<file path="src/rtl/ctx_mem_arbiter.sv">
// ---------------------------------------------------------------------------
// ctx_mem_arbiter
//
// Shares one memory data port between the CPU core and the RTOS context unit.
// Context writes are absorbed by a small FIFO and drained into memory whenever
// the port is otherwise idle. Context reads are issued directly. The core has
// priority over both, except when a buffered write has waited STARVE_LIMIT
// cycles: then the write is forced out and the core is held off for that
// single cycle.
//
// Ports
//   clk_i, rst_ni                 clock (rising edge), async active-low reset
//   core_req_i / core_hold_o      core wants the port / core must stall now
//   wr_valid_i, wr_ready_o,
//   wr_addr_i, wr_data_i          context-write request into the buffer
//   rd_valid_i, rd_ready_o,
//   rd_addr_i                     context-read request
//   rd_resp_valid_o,
//   rd_resp_data_o                context-read response back to the unit
//   mem_wr_en_o, mem_wr_addr_o,
//   mem_wr_data_o                 memory write port (shows buffer head)
//   mem_rd_rq_valid_o,
//   mem_rd_rq_addr_o              memory read-request port
//   mem_rd_resp_valid_i,
//   mem_rd_data_i                 memory read-response port
//   wbuf_empty_o                  registered "all context writes done"
//   rd_outst_o                    number of reads awaiting a response
//   protocol_err_o                sticky: response seen with nothing pending
// ---------------------------------------------------------------------------
module ctx_mem_arbiter #(
    parameter int ADDR_W       = 32,
    parameter int DATA_W       = 32,
    parameter int WBUF_DEPTH   = 4,
    parameter int MAX_RD_OUTST = 2,
    parameter int STARVE_LIMIT = 8
) (
    input  logic                              clk_i,
    input  logic                              rst_ni,

    input  logic                              core_req_i,
    output logic                              core_hold_o,

    input  logic                              wr_valid_i,
    output logic                              wr_ready_o,
    input  logic [ADDR_W-1:0]                 wr_addr_i,
    input  logic [DATA_W-1:0]                 wr_data_i,

    input  logic                              rd_valid_i,
    output logic                              rd_ready_o,
    input  logic [ADDR_W-1:0]                 rd_addr_i,
    output logic                              rd_resp_valid_o,
    output logic [DATA_W-1:0]                 rd_resp_data_o,

    output logic                              mem_wr_en_o,
    output logic [ADDR_W-1:0]                 mem_wr_addr_o,
    output logic [DATA_W-1:0]                 mem_wr_data_o,
    output logic                              mem_rd_rq_valid_o,
    output logic [ADDR_W-1:0]                 mem_rd_rq_addr_o,
    input  logic                              mem_rd_resp_valid_i,
    input  logic [DATA_W-1:0]                 mem_rd_data_i,

    output logic                              wbuf_empty_o,
    output logic [$clog2(MAX_RD_OUTST+1)-1:0] rd_outst_o,
    output logic                              protocol_err_o
);

    localparam int PTR_W = $clog2(WBUF_DEPTH);
    localparam int CNT_W = $clog2(WBUF_DEPTH + 1);
    localparam int STV_W = $clog2(STARVE_LIMIT + 1);
    localparam int OUT_W = $clog2(MAX_RD_OUTST + 1);

    localparam logic [CNT_W-1:0] DEPTH_C   = CNT_W'(WBUF_DEPTH);
    localparam logic [STV_W-1:0] STARVE_C  = STV_W'(STARVE_LIMIT);
    localparam logic [OUT_W-1:0] MAX_OUT_C = OUT_W'(MAX_RD_OUTST);

    // ------------------------------------------------------------------
    // State
    // ------------------------------------------------------------------
    logic [ADDR_W-1:0]     addr_mem_reg [WBUF_DEPTH];
    logic [DATA_W-1:0]     data_mem_reg [WBUF_DEPTH];

    logic [WBUF_DEPTH-1:0] entry_valid_reg, entry_valid_next;
    logic [PTR_W-1:0]      wr_ptr_reg, wr_ptr_next;
    logic [PTR_W-1:0]      rd_ptr_reg, rd_ptr_next;
    logic [CNT_W-1:0]      count_reg, count_next;
    logic [STV_W-1:0]      starve_reg, starve_next;
    logic [OUT_W-1:0]      outst_reg, outst_next;
    logic                  perr_reg, perr_next;
    logic                  wbuf_empty_reg, wbuf_empty_next;

    // ------------------------------------------------------------------
    // Combinational control
    // ------------------------------------------------------------------
    logic                  fifo_empty;
    logic                  fifo_full;
    logic                  force_wr;
    logic                  hazard;
    logic                  rd_accept;
    logic                  resp_ok;
    logic                  push;
    logic                  pop;
    logic [WBUF_DEPTH-1:0] addr_match;

    assign fifo_empty = (count_reg == '0);
    assign fifo_full  = (count_reg == DEPTH_C);

    // A buffered write that has waited the full limit wins over everything.
    assign force_wr   = (starve_reg == STARVE_C) & ~fifo_empty;

    // A read must not overtake a buffered write to the same address, so any
    // address match against a live entry blocks the read until it drains.
    // The incoming write of this same cycle is deliberately not compared: it
    // lands in the FIFO after the read has already been issued.
    for (genvar gi = 0; gi < WBUF_DEPTH; gi++) begin : g_entry
        assign addr_match[gi] = entry_valid_reg[gi] &
                                (addr_mem_reg[gi] == rd_addr_i);

        assign entry_valid_next[gi] =
            (push & (wr_ptr_reg == PTR_W'(gi))) |
            (entry_valid_reg[gi] & ~(pop & (rd_ptr_reg == PTR_W'(gi))));
    end

    assign hazard = |addr_match;

    // rst_ni is folded in so no read strobe escapes while reset is held.
    assign rd_ready_o = rst_ni & ~force_wr & ~core_req_i &
                        (outst_reg < MAX_OUT_C) & ~hazard;
    assign rd_accept  = rd_valid_i & rd_ready_o;

    // Pop priority: forced write, else idle port (no core, no read issued).
    // The pop only ever sees entries that were already registered, so a word
    // pushed into an empty buffer goes out no earlier than the next cycle.
    assign pop  = force_wr | (~core_req_i & ~rd_accept & ~fifo_empty);
    assign push = wr_valid_i & ~fifo_full;

    // Responses with nothing outstanding are swallowed and flagged.
    assign resp_ok = mem_rd_resp_valid_i & (outst_reg != '0);

    always_comb begin
        wr_ptr_next     = wr_ptr_reg;
        rd_ptr_next     = rd_ptr_reg;
        count_next      = count_reg;
        starve_next     = starve_reg;
        outst_next      = outst_reg;
        perr_next       = perr_reg;
        wbuf_empty_next = wbuf_empty_reg;

        if (push) begin
            wr_ptr_next = wr_ptr_reg + PTR_W'(1);
        end
        if (pop) begin
            rd_ptr_next = rd_ptr_reg + PTR_W'(1);
        end

        case ({push, pop})
            2'b10:   count_next = count_reg + CNT_W'(1);
            2'b01:   count_next = count_reg - CNT_W'(1);
            default: count_next = count_reg;
        endcase

        // Wait counter only runs while a write sits un-served; any pop
        // restarts the count for the new head.
        if (pop || fifo_empty) begin
            starve_next = '0;
        end else if (starve_reg != STARVE_C) begin
            starve_next = starve_reg + STV_W'(1);
        end

        case ({rd_accept, resp_ok})
            2'b10:   outst_next = outst_reg + OUT_W'(1);
            2'b01:   outst_next = outst_reg - OUT_W'(1);
            default: outst_next = outst_reg;
        endcase

        if (mem_rd_resp_valid_i && (outst_reg == '0)) begin
            perr_next = 1'b1;
        end

        wbuf_empty_next = (count_next == '0);
    end

    // ------------------------------------------------------------------
    // Registers
    // ------------------------------------------------------------------
    always_ff @(posedge clk_i or negedge rst_ni) begin
        if (!rst_ni) begin
            entry_valid_reg <= '0;
            wr_ptr_reg      <= '0;
            rd_ptr_reg      <= '0;
            count_reg       <= '0;
            starve_reg      <= '0;
            outst_reg       <= '0;
            perr_reg        <= 1'b0;
            wbuf_empty_reg  <= 1'b1;
        end else begin
            entry_valid_reg <= entry_valid_next;
            wr_ptr_reg      <= wr_ptr_next;
            rd_ptr_reg      <= rd_ptr_next;
            count_reg       <= count_next;
            starve_reg      <= starve_next;
            outst_reg       <= outst_next;
            perr_reg        <= perr_next;
            wbuf_empty_reg  <= wbuf_empty_next;
        end
    end

    // Payload storage needs no reset: entry_valid_reg and the pointers
    // decide what is live.
    always_ff @(posedge clk_i) begin
        if (push) begin
            addr_mem_reg[wr_ptr_reg] <= wr_addr_i;
            data_mem_reg[wr_ptr_reg] <= wr_data_i;
        end
    end

    // ------------------------------------------------------------------
    // Outputs
    // ------------------------------------------------------------------
    assign wr_ready_o        = ~fifo_full;
    assign core_hold_o       = force_wr;

    assign mem_wr_en_o       = pop;
    assign mem_wr_addr_o     = addr_mem_reg[rd_ptr_reg];
    assign mem_wr_data_o     = data_mem_reg[rd_ptr_reg];

    assign mem_rd_rq_valid_o = rd_accept;
    assign mem_rd_rq_addr_o  = rd_addr_i;

    assign rd_resp_valid_o   = resp_ok;
    assign rd_resp_data_o    = mem_rd_data_i;

    assign wbuf_empty_o      = wbuf_empty_reg;
    assign rd_outst_o        = outst_reg;
    assign protocol_err_o    = perr_reg;

endmodule

</file>
<file path="config.mk">
export PLATFORM = sky130hd
export DESIGN_NAME = ctx_mem_arbiter
export DESIGN_NICKNAME = d
export VERILOG_FILES = /design/src/rtl/ctx_mem_arbiter.sv
export SDC_FILE = /design/constraint.sdc
export NUM_CORES = 1
export LEC_CHECK = 0
export CORE_ASPECT_RATIO = 0.9
export CORE_MARGIN = 5
export CORE_UTILIZATION = 46
export DETAILED_ROUTE_END_ITERATION = 6
export GPL_ROUTABILITY_DRIVEN = 0
export GPL_TIMING_DRIVEN = 1
export MAX_ROUTING_LAYER = met4
export PLACE_DENSITY = 0.74
export SYNTH_ARGS = -nofsm -noshare
export SYNTH_HDL_FRONTEND = slang
export SYNTH_SLANG_ARGS = --single-unit
</file>
<file path="constraint.sdc">
create_clock -name clk_i -period 3.2 [get_ports clk_i]
set_clock_uncertainty 0.1 [all_clocks]
set_input_delay 0.64 -clock clk_i [delete_from_list [all_inputs] [get_ports clk_i]]
set_output_delay 0.64 -clock clk_i [all_outputs]
set_load 0.005 [all_outputs]
</file>
==> results of run 1 <==
-- through the flow --
| stage | util (%) | instance area, um^2 | TNS (ns) | worst slack, ns | power (uW) |
|---|---|---|---|---|---|
| final | 61.3 | 16000 | -0.111 | -0.111 | 13200 |
| after global routing | 61.3 | 16000 | -0.877 | -0.274 | 13800 |
| after CTS | 61.0 | 15900 | -0.125 | -0.125 | 13300 |
| after detailed placement | 56.5 | 14700 | -4.61 | -0.777 | 9820 |
| after global placement | 56.5 | 14700 | -4.17 | -0.742 | 9780 |
| after floorplan | - | 12200 | -0.171 | -0.112 | 7400 |
-- power by group through the flow --
stage               Sequential [uW]  Clock (uW)  Combinational, uW
global placement               5240           0               4540
global route                   5220        3600               5000
CTS                            5190        3430               4680
finish                         5160        3360               4670
detailed placement             5280           0               4540
floorplan                      5090           0               2310
-- area by class of cell --
| type | count | area share [%] |
|---|---|---|
| Clock inverter | 22 | 1.29 |
| Sequential cell | 275 | 51.2 |
| Timing Repair Buffer | 278 | 17.0 |
| Clock buffer | 32 | 4.75 |
| Multi-Input combinational cell | 305 | 22.3 |
| Antenna cell | 5 | 0.0784 |
| Inverter | 31 | 0.729 |
| Tap cell | 348 | 2.73 |
-- path summary, 6_finish.rpt --
check / cells after the start / slack, ns / endpoint / start
worst max-delay path: 9 / -0.11 / mem_wr_en_o / addr_mem_reg[0][11]
worst min-delay path: 1 / 0.35 / protocol_err_o / protocol_err_o
worst max register to register: 16 / 0 / wbuf_empty_o / addr_mem_reg[0][11]
worst min register to register: 1 / 0.35 / protocol_err_o / protocol_err_o
max in group asynchronous: 2 / 2.34 / wbuf_empty_o / rst_ni
min in group asynchronous: 2 / 0.39 / rd_outst_o[0] / rst_ni
-- cells by family (layout without fill, tap and decap cells) --
kind of cell	count (synthesis)	count (layout)	synth area share (%)
and+or+nand+nor	79	79	3.60
buffers and inverters	118	363	5.63
muxes	65	65	12.0
AOI/OAI and AO/OA	26	26	1.63
other	0	5	0
DFF	275	275	67.0
adders and majority gates	13	13	1.40
xor gates and xnor gates	122	122	8.77
-- metal layers --
| layer | vias to the layer above | wire [um] | global-route usage, % | share of wire [%] |
|---|---|---|---|---|
| met3 | 55 | 2840 | 5.55 | 9.4 |
| met1 | 3487 | 12600 | 28.0 | 42 |
| met5 | - | 0 | - | 0 |
| met2 | 323 | 14100 | 32.0 | 47 |
| li1 | 3075 | - | - | - |
| met4 | 0 | 527 | 3.96 | 1.7 |
-- worst reg2reg max path, cell delays in order (launching register included) --
cell and delay, ns:
edfxtp_1 0.43, xnor2_2 0.16, buf_4 0.14, nand4_1 0.15, nor4_2 0.28, nand4_1 0.14
o21ai_2 0.24, nor3_4 0.10, a211oi_4 0.20, buf_4 0.17, ha_4 0.13, inv_2 0.03
fa_2 0.33, xor2_1 0.15, nor2_1 0.11, xor2_1 0.21, nor3_2 0.06
-- what timing repair did --
action | 4_1_cts | 5_1_grt
pin swaps | 26 | 8
resized for setup | 71 | 8
setup buffers | 8 | 2
setup endpoints to repair | 40 | 7
-- synth_stat cells, types with 4 or more instances --
cell type  instances  share of area (%)
dfrtp_1           18                3.7
edfxtp_1         256                 63
buf_4             64                3.9
o21ai_0            4               0.16
nand3_1            8               0.33
o22ai_1            6               0.31
nor4_1            12               0.62
clkbuf_1          15               0.46
inv_1             31               0.96
a31oi_1            5               0.26
xor2_1            35                2.5
mux4_2            64                 12
ha_1              12                1.2
xnor2_1           87                6.3
nand4_1           21                1.1
nor2b_1            4               0.21
nor3_1             6               0.25
nand2_1            7               0.22
nor2_1            14               0.43
buf_1              6               0.18
==> results.json, run 1 <==
{
  "ir_worst_vdd_v": 0.000528,
  "dieArea_um2": 29800,
  "power_frac_comb_pct": 35.4,
  "htreeDepth": 1,
  "cts_tree": "built",
  "final_cell_mix": "edfxtp_1, clkdlybuf4s50_1, xnor2_1",
  "final-seq-area_um2": 8170,
  "swShare_pct": 29.1,
  "dr.pass1.iters": 5,
  "routed_via_density": 5.35,
  "wirelength_um": 30100,
  "min_path_type": "reg2reg",
  "synthesis.nets": 845,
  "cts_root_buffer": "clkbuf_16",
  "synthCells": 698,
  "ioPinCount": 272,
  "power_density_nw_per_um2": 826,
  "ys_ff_latch": 275,
  "clock_latency_ns": 0.56,
  "p_leak_uw": 0.00553,
  "max_freq_mhz": 302,
  "final_antenna_net_count": 0,
  "grt_usage_pct": 20.6,
  "grt_pass1_vias": 7518,
  "start_util_pct": 46.7,
  "cts_buffer_depth": 3,
  "layout-drive-gt1-share_pct": 24.6,
  "syn-cell-area_um2": 12200,
  "fillers": 1959,
  "pwr-share-clk_pct": 25.5,
  "synthArstFlopShare_pct": 6.91,
  "avgSynthCellArea_um2": 17.5,
  "cts.reportedPaths.clkPinSlew_ns": 0.06,
  "vias": 6940,
  "tightest_slew_ns": 0.503,
  "path_max_fanout": 3,
  "synth_edf_count": 256,
  "coreArea_um2": 26100,
  "synth_ff_type": "edfxtp_1",
  "numCtsBuffers": 30,
  "routedWlPerCell_um": 23.2,
  "pwr-share-seq_pct": 39.1,
  "end_kind": "primary output",
  "cp_slowest_cell": "edfxtp_1",
  "p_int_uw": 9360,
  "place.port_buffers": 207,
  "syn_to_final_growth_pct": 31.1,
  "relSlewSlack_pct": 66.5,
  "drv_slew": 0,
  "crit_buf_inv": 2,
  "rsz0062_at_grt": "yes",
  "critPathKind": "reg2out",
  "antenna_found_initial": 5,
  "synth.distinct_cells": 39,
  "dp_cells": 1227,
  "hold_viol_final": 0,
  "grt_overflow": 0,
  "row_count": 56,
  "crit_path_frequent_cell": "nand4_1",
  "power.switching_uw": 3830,
  "multi_input_area_um2": 3560,
  "grt_pass1_wl_um": 45400,
  "timing.final.crit_period_ns": 3.31,
  "worst_ep_required_time_ns": 2.46,
  "fin_crit_sh_pct": 103,
  "grt_max_degree": 66,
  "holdBufCountCts": 0,
  "drt_iter0_markers": 533,
  "crit_path_cell_trace": "xnor2_2 > buf_4 > nand4_1 > nor4_2 > nand4_1 > o21ai_2 > nor3_4 > a211oi_4 > buf_2",
  "die_w_um": 182,
  "status": "finished with violations",
  "cpPeakStageDelay_ns": 0.43,
  "worstPathArrival_ns": 2.57,
  "setup_viol": 1,
  "seq_area_frac_synth_pct": 67.0,
  "cts_sinks": 275,
  "drc": 0,
  "start_kind": "flip-flop",
  "layout_commonest_cell": "edfxtp_1",
  "violations": "negative setup slack",
  "timing.final.ws_setup_ns": -0.111,
  "whs_ns": 0.352,
  "cpLargestDelayFamily": "simple AND/OR/NAND/NOR gates",
  "die_h_um": 164,
  "fin_nets": 1068,
  "final_cells": 1296,
  "yosysWarnings": 0,
  "dpl.hpwl_um": 21000,
  "maxCapViolCount": 0
}
Power figures use the tool's default switching activity.
==> inputs of run 2 (changes only) <==
--- a/config.mk
+++ b/config.mk
@@ -13,6 +13,7 @@
 export GPL_TIMING_DRIVEN = 1
 export MAX_ROUTING_LAYER = met4
 export PLACE_DENSITY = 0.74
+export REMOVE_ABC_BUFFERS = 1
 export SYNTH_ARGS = -nofsm -noshare
 export SYNTH_HDL_FRONTEND = slang
 export SYNTH_SLANG_ARGS = --single-unit
==> run 2 against run 1 <==
The run still ends with negative setup slack left. Cell area down 0.11%. Critical path depth up 3. Non-clock buffer count up 17. Routed wire length up 2.3%. First-iteration DRC count down 6.8%. Sequential power down 1%. Clock-buffer cell count up 3. Die area unchanged. Clock power down 6.8%. Global-route usage up 0.47 points. Largest power group unchanged.
==> results.json, run 2 (same netlist as run 1, synthesis figures left out) <==
{
  "cts_buffer_depth": 3,
  "total_power_uw": 13000,
  "pwr-share-seq_pct": 39.1,
  "dieArea_um2": 29800,
  "power_frac_comb_pct": 36.9,
  "drv_slew": 0,
  "antenna_found_initial": 4,
  "cts_tree": "built",
  "max_freq_mhz": 299,
  "relSlewSlack_pct": 68.4,
  "final_cell_mix": "edfxtp_1, clkdlybuf4s50_1, xnor2_1",
  "hold_viol_final": 0,
  "pwr-share-clk_pct": 24.0,
  "p_leak_uw": 0.00553,
  "dpl.hpwl_um": 21900,
  "p_int_uw": 9230,
  "worst_ep_required_time_ns": 2.46,
  "cts_sinks": 275,
  "reg2reg_slack_ns": -0.04,
  "wirelength_um": 30800,
  "violations": "negative setup slack",
  "grt_overflow": 0,
  "numCtsBuffers": 29,
  "fillers": 1922,
  "die_h_um": 164,
  "final_cell_area_um2": 15900,
  "r2r-start": "addr_mem_reg[0][5]",
  "final_antenna_net_count": 0,
  "fin_tns_setup_ns": -0.414,
  "row_count": 56,
  "fin_nets": 1084,
  "coreArea_um2": 26100,
  "rsz0062_at_grt": "yes",
  "multi_input_area_um2": 3480,
  "die_w_um": 182,
  "timing.final.ws_setup_ns": -0.149,
  "routed_via_density": 5.34,
  "grt_usage_pct": 21.1,
  "grt_max_degree": 66,
  "dr.pass1.iters": 5,
  "end_kind": "primary output",
  "cts.reportedPaths.clkPinSlew_ns": 0.06,
  "ir_worst_vdd_v": 0.000408,
  "ioPinCount": 272,
  "whs_endpoint": "protocol_err_o",
  "dpl_worst_slack_ns": -0.900,
  "path_max_fanout": 3,
  "swShare_pct": 29.2,
  "setup_viol": 4,
  "worstRegToRegCells": 17,
  "clock_latency_ns": 0.55,
  "r2r_end": "wbuf_empty_o",
  "critPathKind": "in2out",
  "vias": 7006,
  "status": "finished with violations",
  "grt_pass1_vias": 7478,
  "hold_start": "protocol_err_o",
  "start_kind": "primary input",
  "place_area_um2": 14800,
  "power_density_nw_per_um2": 817,
  "layout_commonest_cell": "edfxtp_1",
  "place.port_buffers": 207,
  "utilization_pct": 61.2,
  "drt_iter0_markers": 497,
  "drc": 0,
  "maxCapViolCount": 0,
  "tightest_slew_ns": 0.474,
  "htreeDepth": 1,
  "routedWlPerCell_um": 23.5,
  "min_path_type": "reg2reg",
  "power.switching_uw": 3800,
  "syn_to_final_growth_pct": 30.9,
  "worstPathArrival_ns": 2.61,
  "layout-drive-gt1-share_pct": 24.9,
  "cts_root_buffer": "clkbuf_16",
  "timing.final.crit_period_ns": 3.35,
  "start_util_pct": 46.7,
  "final-seq-area_um2": 8170,
  "fin_crit_sh_pct": 105,
  "whs_path_depth": 1,
  "grt_pass1_wl_um": 46100
}
run 2: changes by cell type in the layout (fill, tap and decap cells not counted), sizes merged, moves of 3 or more:
cell         change
buf             +19
dlygate4sd2      -4
clkinvlp         -4
clkbuf           +3
run 2: how the worst max path moves through the flow:
stage	startpoint	end	slack, ns	depth (start not counted)
global placement	rd_addr_i[11]	wbuf_empty_o	-0.84	16
detailed placement	rd_addr_i[2]	wbuf_empty_o	-0.90	17
floorplan	rd_ptr_reg[0]	mem_wr_addr_o[0]	-0.81	1
global route	addr_mem_reg[0][5]	wbuf_empty_o	-0.25	17
finish	rd_addr_i[11]	mem_rd_rq_valid_o	-0.15	12
CTS	addr_mem_reg[1][16]	mem_wr_en_o	-0.1	9
run 2: final cells by class:
class | instances | share of cell area [%]
Timing Repair Buffer | 295 | 17.8
Clock inverter | 19 | 0.855
Tap cell | 348 | 2.73
Antenna cell | 4 | 0.0628
Multi-Input combinational cell | 305 | 21.8
Sequential cell | 275 | 51.2
Inverter | 31 | 0.730
Clock buffer | 35 | 4.75
run 2: critical path, cell delays in order:
cell and delay (ns):
dlygate4sd2_1 0.31, buf_4 0.19, xnor2_2 0.18, nand4_1 0.15
nor4_2 0.36, a31oi_2 0.14, o21ai_2 0.09, buf_4 0.15
nor3_4 0.05, buf_4 0.13, buf_6 0.11, buf_6 0.11
run 2: power by group through the flow:
stage / combinational (uW) / sequential (uW) / clock (uW)
3_3_place_gp: 4610 / 5210 / 0
2_1_floorplan: 1990 / 5380 / 0
5_1_grt: 5160 / 5160 / 3350
3_5_place_dp: 4620 / 5250 / 0
4_1_cts: 4880 / 5090 / 3200
6_report: 4810 / 5090 / 3130
run 2: per-stage QoR:
step           std cells  hold slack [ns]
2_1_floorplan        611            0.244
3_3_place_gp        1238            0.346
3_5_place_dp        1238            0.350
4_1_cts             1306            0.364
5_1_grt             1312            0.379
6_report            1312            0.360
run 2: metal layers:
layer | track usage (%) | routed length, um | up-vias
met5 | - | 0 | -
met4 | 3.75 | 536 | 0
met3 | 6.94 | 2930 | 37
met2 | 32.1 | 14400 | 350
met1 | 28.5 | 13000 | 3514
li1 | - | - | 3105
run 2: timing repair:
action	4_1_cts	5_1_grt
gates resized for setup	75	11
buffers inserted	14	2
hold buffers	0	0
pin swaps	21	9
setup endpoints to repair	57	9
==> patch: new RTL, config.mk and constraints of run 1 <==
`MAX_RD_OUTST`: 2 -> 8.
--- a/src/rtl/ctx_mem_arbiter.sv
+++ b/src/rtl/ctx_mem_arbiter.sv
@@ -31,7 +31,7 @@
     parameter int ADDR_W       = 32,
     parameter int DATA_W       = 32,
     parameter int WBUF_DEPTH   = 4,
-    parameter int MAX_RD_OUTST = 2,
+    parameter int MAX_RD_OUTST = 8,
     parameter int STARVE_LIMIT = 8
 ) (
     input  logic                              clk_i,
Ports: changed (resized rd_outst_o); port bits go from 272 to 274. No check against the original RTL was run, so the function may have changed too.
==> patch against run 1 <==
The flow still finishes with violations (setup timing); sequential share of layout area is 0.49 points lower; setup slack worse by 0.082 ns; worst hold slack improved by 0.0012 ns; non-clock buffer count shrank 1; first-iteration DRC count is 5.8% lower; power is 2.0% higher; clock power grew 3%; via count grew 0.27%; die area is 0.73% higher; area after synthesis increased by 0.77%; final area is 1.6% higher; cell count did not move; wire length shrank 0.41%; sequential cell count rose by 2.
==> patch: results (changes against run 1) <==
hpwlAfterDp_um: 21200  # +1.3%
drive_gt1_share_pct: 25.1  # +0.45 points
vias: 6959  # +0.27%
ir_drop_mv: 0.519  # -1.7%
grt.total_usage_pct: 20.3  # -0.26 points
tns_ns: -0.560  # -0.449 ns
status: "complete, but fails checks"
synthArstFlopShare_pct: 7.58  # +0.67 points
crit_arrival_ns: 2.65  # +0.08 ns
synthCells: 696  # -0.29%
fin_nets: 1075  # +0.66%
synthTopCellsByArea: "edfxtp_1 63%, mux4_2 12%, xor2_1 6.9%, dfrtp_1 4.1%, buf_4 3.9%"
routed_via_density: 5.37  # +0.27%
cp_max_fo: 4  # +1
grt_pass1_wl_um: 44700  # -1.6%
synth_adder_area_share_pct: 1.75  # +0.36 points
setup_viol: 5  # +4
violations: "setup timing"
synthXorXnorAreaFrac_pct: 9.63  # +0.86 points
grt_pass1_vias: 7457  # -0.81%
tightest_slew_ns: 0.445  # -0.0582 ns
synth.area.mux_share_pct: 11.9  # -0.091 points
yosysSeqAreaShare_pct: 66.9  # -0.10 points
timing.final.ws_setup_ns: -0.193  # -0.0821 ns
yosysUniqueCellTypes: 34  # -13%
wl_um: 30000  # -0.41%
synth_compound_area_share_pct: 1.21  # -0.42 points
fill_cells: 1882  # -3.9%
place_inst: 1235  # +0.65%
preCtsSetupSlack_ns: -1.10  # -0.323 ns
p_leak_uw: 0.00568  # +2.8%
placed_cell_area_um2: 14900  # +0.86%
synthTopCellsByCount: "256 x edfxtp_1, 97 x xor2_1, 64 x buf_4, 64 x mux4_2, 38 x xnor2_1"
antenna_found_initial: 2  # -3
cts_inserted_buffers: 29  # -3.3%
grt_max_degree: 69  # +4.5%
dr.first_iter.drc_count: 502  # -5.8%
synth_nets: 846  # +0.12%
[patch: cell types whose count changed after synthesis, sizes merged, moves of 3 or more]
cell	change
xor2	+62
o22ai	-5
nor4	+12
xnor2	-49
nand4	-10
clkbuf	-9
nor2b	-3
inv	-7
a21oi	+3
nand2	+3
[patch: area by class of cell]
class	instances	area, um2	share of cell area [%]
inverter	24	90.1	0.556
timing repair buffer	277	2700	16.6
tap	348	435	2.69
antenna	2	5.00	0.0309
sequential	277	8220	50.7
multi-input combinational	316	3770	23.3
clock inverter	21	262	1.61
clock buffer	31	733	4.52
[patch: timing repair]
item,in CTS,in global routing
pin swaps,19,11
buffers inserted,5,2
gates resized for setup,105,19
hold endpoints to repair,0,0
cloned,0,0
setup endpoints to repair,9,19
[patch: worst paths after layout]
check / startpoint / end / slack (ns) / cells after the start
max in group asynchronous: rst_ni / wbuf_empty_o / 2.32 / 2
min reg2reg: protocol_err_o / protocol_err_o / 0.35 / 1
max: rd_addr_i[4] / mem_wr_en_o / -0.19 / 10
min: protocol_err_o / protocol_err_o / 0.35 / 1
max reg2reg: addr_mem_reg[0][4] / wbuf_empty_o / -0.11 / 16
min in group asynchronous: rst_ni / protocol_err_o / 0.40 / 2
[patch: worst max-delay path, stage by stage]
cell	delay [ns]
dlygate4sd2_1	0.30
xor2_1	0.22
nor4_4	0.41
nand3_2	0.13
or3_4	0.41
o211ai_4	0.09
buf_6	0.13
o21bai_4	0.07
a21oi_4	0.15
buf_6	0.12
[patch: report_power, final]
group | switching [uW] | internal (uW)
clock | 1340 | 2130
sequential | 377 | 4820
combinational | 2160 | 2640
total | 3870 | 9590
[patch: layer usage]
metal	track usage (%)	wire, um	up-vias
met3	5.40	2680	68
met1	26.3	12400	3509
met5	-	0	-
met4	5.08	748	0
li1	-	-	3068
met2	32.6	14200	314
